**src/rtl/spi_tc_pkg.sv**
```systemverilog
// Shared types and defaults for the SPI temperature-sample responder.
package spi_tc_pkg;

    localparam int FRAME_BITS_DEFAULT = 16;

    typedef enum logic [1:0] {
        IDLE  = 2'd0,
        SHIFT = 2'd1,
        DRAIN = 2'd2
    } spi_tc_state_e;

endpackage

```
**src/rtl/spi_sync_edge.sv**
```systemverilog
// Multi-flop synchronizer for an asynchronous pin with single-cycle rise/fall pulses.
module spi_sync_edge #(
    parameter int SYNC_STAGES = 2,
    parameter bit RESET_LEVEL = 1'b0
) (
    input  logic clk,
    input  logic rst,
    input  logic async_i,
    output logic rise_o,
    output logic fall_o
);

    logic [SYNC_STAGES-1:0] sync_q;
    logic                   prev_q;

    // NOTE: flops reset to the pin's idle level so reset release never looks like an edge.
    always_ff @(posedge clk or posedge rst) begin
        if (rst) begin
            sync_q <= {SYNC_STAGES{RESET_LEVEL}};
            prev_q <= RESET_LEVEL;
        end else begin
            sync_q <= {sync_q[SYNC_STAGES-2:0], async_i};
            prev_q <= sync_q[SYNC_STAGES-1];
        end
    end

    assign rise_o =  sync_q[SYNC_STAGES-1] & ~prev_q;
    assign fall_o = ~sync_q[SYNC_STAGES-1] &  prev_q;

endmodule

```
**src/rtl/spi_tc_responder.sv**
```systemverilog
// SPI mode-0 responder streaming temperature frames MSB first.
// Optional miso_oe output is enabled by defining SPI_TC_MISO_OE_EN.
module spi_tc_responder
    import spi_tc_pkg::*;
#(
    parameter int FRAME_BITS  = FRAME_BITS_DEFAULT,
    parameter int SYNC_STAGES = 2
) (
    input  logic                  clk,
    input  logic                  rst,
    input  logic                  sclk,
    input  logic                  cs_n,
    output logic                  miso,
    input  logic [FRAME_BITS-1:0] tx_data,
    input  logic                  tx_valid,
    output logic                  tx_ready,
    output logic                  frame_done,
    output logic                  frame_abort,
    output logic                  underrun
`ifdef SPI_TC_MISO_OE_EN
    ,
    output logic                  miso_oe
`endif
);

    localparam int CNT_W = $clog2(FRAME_BITS);

    logic sclk_rise_unused, sclk_fall, cs_rise, cs_fall;

    spi_sync_edge #(.SYNC_STAGES(SYNC_STAGES), .RESET_LEVEL(1'b0)) u_sclk_sync (
        .clk    (clk),
        .rst    (rst),
        .async_i(sclk),
        .rise_o (sclk_rise_unused),
        .fall_o (sclk_fall)
    );

    spi_sync_edge #(.SYNC_STAGES(SYNC_STAGES), .RESET_LEVEL(1'b1)) u_cs_sync (
        .clk    (clk),
        .rst    (rst),
        .async_i(cs_n),
        .rise_o (cs_rise),
        .fall_o (cs_fall)
    );

    spi_tc_state_e         state_q, state_d;
    logic [FRAME_BITS-1:0] shift_q, shift_d;
    logic [FRAME_BITS-1:0] hold_q, hold_d;
    logic [FRAME_BITS-1:0] last_q, last_d;
    logic [FRAME_BITS-1:0] load_word;
    logic [CNT_W-1:0]      cnt_q, cnt_d;
    logic                  hold_full_q, hold_full_d;
    logic                  miso_q, miso_d;
    logic                  done_q, done_d;
    logic                  abort_q, abort_d;
    logic                  under_q, under_d;

    always_ff @(posedge clk or posedge rst) begin
        if (rst) begin
            state_q     <= IDLE;
            shift_q     <= '0;
            hold_q      <= '0;
            last_q      <= '0;
            cnt_q       <= '0;
            hold_full_q <= 1'b0;
            miso_q      <= 1'b0;
            done_q      <= 1'b0;
            abort_q     <= 1'b0;
            under_q     <= 1'b0;
        end else begin
            state_q     <= state_d;
            shift_q     <= shift_d;
            hold_q      <= hold_d;
            last_q      <= last_d;
            cnt_q       <= cnt_d;
            hold_full_q <= hold_full_d;
            miso_q      <= miso_d;
            done_q      <= done_d;
            abort_q     <= abort_d;
            under_q     <= under_d;
        end
    end

    // NOTE: every always_comb output gets a default first so no path can infer a latch.
    always_comb begin
        state_d     = state_q;
        shift_d     = shift_q;
        hold_d      = hold_q;
        last_d      = last_q;
        cnt_d       = cnt_q;
        hold_full_d = hold_full_q;
        miso_d      = miso_q;
        done_d      = 1'b0;
        abort_d     = 1'b0;
        under_d     = 1'b0;
        load_word   = hold_q;

        if (tx_valid && !hold_full_q) begin
            hold_d      = tx_data;
            hold_full_d = 1'b1;
        end

        case (state_q)
            IDLE: begin
                miso_d = 1'b0;
                if (cs_fall) begin
                    // Holding word first, then a same-cycle offer, else repeat the last frame.
                    if (hold_full_q) begin
                        load_word = hold_q;
                    end else if (tx_valid) begin
                        load_word = tx_data;
                    end else begin
                        load_word = last_q;
                        under_d   = 1'b1;
                    end
                    hold_full_d = 1'b0;
                    shift_d     = load_word;
                    last_d      = load_word;
                    miso_d      = load_word[FRAME_BITS-1];
                    cnt_d       = '0;
                    state_d     = SHIFT;
                end
            end
            SHIFT: begin
                if (cs_rise) begin
                    abort_d = 1'b1;
                    miso_d  = 1'b0;
                    state_d = IDLE;
                end else if (sclk_fall) begin
                    if (cnt_q == CNT_W'(FRAME_BITS - 1)) begin
                        miso_d  = 1'b0;
                        state_d = DRAIN;
                    end else begin
                        shift_d = shift_q << 1;
                        miso_d  = shift_q[FRAME_BITS-2];
                        cnt_d   = cnt_q + 1'b1;
                    end
                end
            end
            DRAIN: begin
                miso_d = 1'b0;
                if (cs_rise) begin
                    done_d  = 1'b1;
                    state_d = IDLE;
                end
            end
            default: begin
                miso_d  = 1'b0;
                state_d = IDLE;
            end
        endcase
    end

    assign miso        = miso_q;
    assign tx_ready    = ~hold_full_q;
    assign frame_done  = done_q;
    assign frame_abort = abort_q;
    assign underrun    = under_q;

`ifdef SPI_TC_MISO_OE_EN
    assign miso_oe = (state_q != IDLE);
`endif

endmodule

```
**config.mk**
```make
export PLATFORM = sky130hd
export DESIGN_NAME = spi_tc_responder
export DESIGN_NICKNAME = d
export VERILOG_FILES = /design/src/rtl/spi_tc_pkg.sv /design/src/rtl/spi_sync_edge.sv /design/src/rtl/spi_tc_responder.sv
export SDC_FILE = /design/constraint.sdc
export NUM_CORES = 1
export LEC_CHECK = 0
export ABC_CLOCK_PERIOD_IN_PS = 4820
export CAP_MARGIN = 20
export CELL_PAD_IN_SITES_DETAIL_PLACEMENT = 1
export CELL_PAD_IN_SITES_GLOBAL_PLACEMENT = 2
export CORE_ASPECT_RATIO = 0.7
export CORE_MARGIN = 1
export CORE_UTILIZATION = 41
export DETAILED_ROUTE_END_ITERATION = 16
export PLACE_DENSITY_LB_ADDON = 0.08
export RECOVER_POWER = 25
export SETUP_SLACK_MARGIN = 0.05
export SLEW_MARGIN = 20
export SYNTH_ARGS = -nofsm -noshare
export SYNTH_HDL_FRONTEND = slang
export SYNTH_SLANG_ARGS = --single-unit
```
**constraint.sdc**
```tcl
create_clock -name clk -period 4.82 [get_ports clk]
set_input_delay 0.723 -clock clk [delete_from_list [all_inputs] [get_ports clk]]
set_output_delay 0.723 -clock clk [all_outputs]
set_load 0.05 [all_outputs]
```
==> out/metrics.yaml <==
cp-start-kind: "register"
maximum_number_of_pins_on_one_net_before_global_route_repair: 39
yosysWarnings: 0
final.setup_skew_ns: 0.006627
synth_top_cells_by_area: "sky130_fd_sc_hd__dfrtp_1 51%, sky130_fd_sc_hd__mux2_2 15%, sky130_fd_sc_hd__mux2i_1 5.7%, sky130_fd_sc_hd__o21ai_0 5.7%, sky130_fd_sc_hd__nand2_1 4.5%"
postSynthCellCount: 259
grt.total_usage_pct: 19.49
synth.avg_cell_area_um2: 11.53
viasPerCell: 5.125
startpoint_of_the_worst_register_to_register_path: "state_q[0]"
cts_max_path_buffers: 2
layout.cell_area.non_filler_um2: 3483
syn-cell-area_um2: 2985
asyncSetResetFlopFracSynth_pct: 100.0
tritoncts: "built"
ir_drop_v: 0.0002082
crit_type: "reg2out"
layout_cell_share_with_drive_strength_beyond_1_pct: 22.41
use_met3_pct: 7.098
placementRows: 25
crit_path_start: "hold_full_q"
tns_ns: 0
syn_nets: 281
worst-r2r-setup-slack_ns: 2.15
placedCellCount: 368
antenna_found_initial: 0
area_delta_synth_final_pct: 16.68
final_max_tran_viols: 0
hold-path-endpoint: "u_sclk_sync.sync_q[1]"
die_area_um2: 7632
power_leakage_nw: 1.482
antenna-diode-count: 0
cts-hold-fix-buffers: 0
hold-path-cell-count: 0
clkLatencyLatePin_ns: 0.34
maxCapViolations: 1
cts-root-buf: "sky130_fd_sc_hd__clkbuf_8"
die_y_extent_um: 73.40
first_pass_iteration_count_of_the_detailed_router: 4
drt_iter0_drc: 59
globalplace.congestion: 0.7272
drtAntennaViolNets: 0
netlist.area_leader.share_pct: 51.13
final_min_period_over_clock_period_pct: 58.82
crit_path_max_fanout: 18
report.final.hold_viol_count: 0
cts-buffers-inserted: 9
pin_count: 26
port_buffers: 25
layout_min_cycle_time_ns: 2.835
htree_num_levels: 3
worst_ep_required_time_ns: 4.10
post-route-drc-count: 0
core_area_um2: 6882
worst_setup_path_end_kind: "output pin"
first_global_vias: 2128
hold_class: "reg2reg"
worst_pin_slew_ns: 1.487
overflow: 0
postSynth.topFlopCell: "sky130_fd_sc_hd__dfrtp_1"
die-width_um: 104.0
grt_util_met2_pct: 28.22
pwr_dens_nw_per_um2: 477.5
rsz0062_at_grt: "false"
top_usage_layer: "met2"
post_cts.repair.setup_buffers: 0
cts_resized: 0
postPlaceCellArea_um2: 3307
grtUsageMet1_pct: 27.53
worst_ep_arrival_time_ns: 2.11
yosys.cell_types.count: 38
post-synth-top-area-cell: "sky130_fd_sc_hd__dfrtp_1"
final_nets: 307
wl_per_cell_um: 16.52
timing.slew.headroom_pct: 0.7640
ff2ff_path_depth: 5
drt_wirelength_um: 6344
worst_hold_startpoint: "u_sclk_sync.sync_q[0]"
synth.cells.most_frequent: "61 x sky130_fd_sc_hd__dfrtp_1, 39 x sky130_fd_sc_hd__mux2_2, 36 x sky130_fd_sc_hd__nand2_1"
initial_core_util_pct: 43.38
synth-seq-cells: 64
max_frequency_mhz: 352.7
reg_to_reg_end: "shift_q[12]"
cts_sinks: 64
utilization_pct: 50.62
grt_first_pass_wirelength_um: 11260
yosys.cell_count.top_type: "sky130_fd_sc_hd__dfrtp_1"
fin_cells: 384
dpl.hpwl_um: 4299
synth-seq-area-share_pct: 53.77
synth_enable_flop_cells: 0
violations: "max-capacitance violations"
routed_vias: 1968
final_setup_violation_count: 0
clkSlewWorstSetupHoldPaths_ns: 0.06
result_of_the_run: "complete, but fails checks"
## state kept, by name (all words and copies together) (netlist names), 2 cells and up
| signal | count |
|---|---|
| hold_q | 16 |
| last_q | 16 |
| shift_q | 15 |
| cnt_q | 4 |
| state_q | 2 |
| u_cs_sync.sync_q | 2 |
| u_sclk_sync.sync_q | 2 |
## worst max-delay path: stages (launching register included)
cell and delay, ns:
sky130_fd_sc_hd__dfrtp_1 0.46, sky130_fd_sc_hd__inv_2 0.41, sky130_fd_sc_hd__clkdlybuf4s50_1 0.90
## layout by cell type (no fill, tap or decap), drive strengths merged, types with 3 or more instances in the layout
cell type,netlist,routed
a21oi,4,4
buf,5,3
clkbuf,9,17
clkdlybuf4s50,0,22
dfrtp,61,61
dfstp,3,3
dlygate4sd3,0,3
inv,7,7
mux2,44,44
mux2i,17,17
nand2,36,36
nand2b,4,4
nand3,3,3
nor2,8,8
nor2b,4,4
o21ai,34,34
## per-stage QoR
step                      hold WS (ns)  setup WS (ns)  total power, mW
after floorplan                 0.3312          2.504            1.140
after global placement          0.3387          1.843            1.240
after detailed placement        0.3363          1.798            1.258
after CTS                       0.3513          1.963            1.692
after global routing            0.3655          1.875            1.797
final                           0.3485          1.985            1.663
## routing by layer
layer	routed length, um	part of all wire (%)
met1	3418	54
met2	2593	41
met3	264	4.2
met4	68	1.1
met5	0	0
## cell type report
| type | count | area [um2] |
|---|---|---|
| multi-input combinational | 174 | 1277 |
| inverter | 7 | 26.28 |
| fill | 738 | 3398 |
| tap | 94 | 117.6 |
| clock buffer | 16 | 180.2 |
| sequential | 64 | 1605 |
| timing repair buffer | 29 | 276.5 |
## report_power, final
group / switching [mW] / internal, mW
clock: 0.193 / 0.230
combinational: 0.199 / 0.228
sequential: 0.0972 / 0.716
total: 0.489 / 1.17
## worst max path at each step
stage                       endpoint
final                       tx_ready
after global routing        tx_ready
after CTS                   tx_ready
after detailed placement  hold_q[15]
after global placement    hold_q[14]
after floorplan             cnt_q[0]
## cell families after synthesis
| group | after synthesis | share of synthesized area (%) |
|---|---|---|
| adder cells (fa/ha/maj) | 1 | 0.4190 |
| multiplexers | 61 | 22.93 |
| AND/OR/NAND/NOR | 65 | 10.35 |
| AO/OA/AOI/OAI | 47 | 9.095 |
| flip-flops | 64 | 53.77 |
| buffers and inverters | 21 | 3.436 |
No activity file was read; power rests on OpenSTA's default activity.
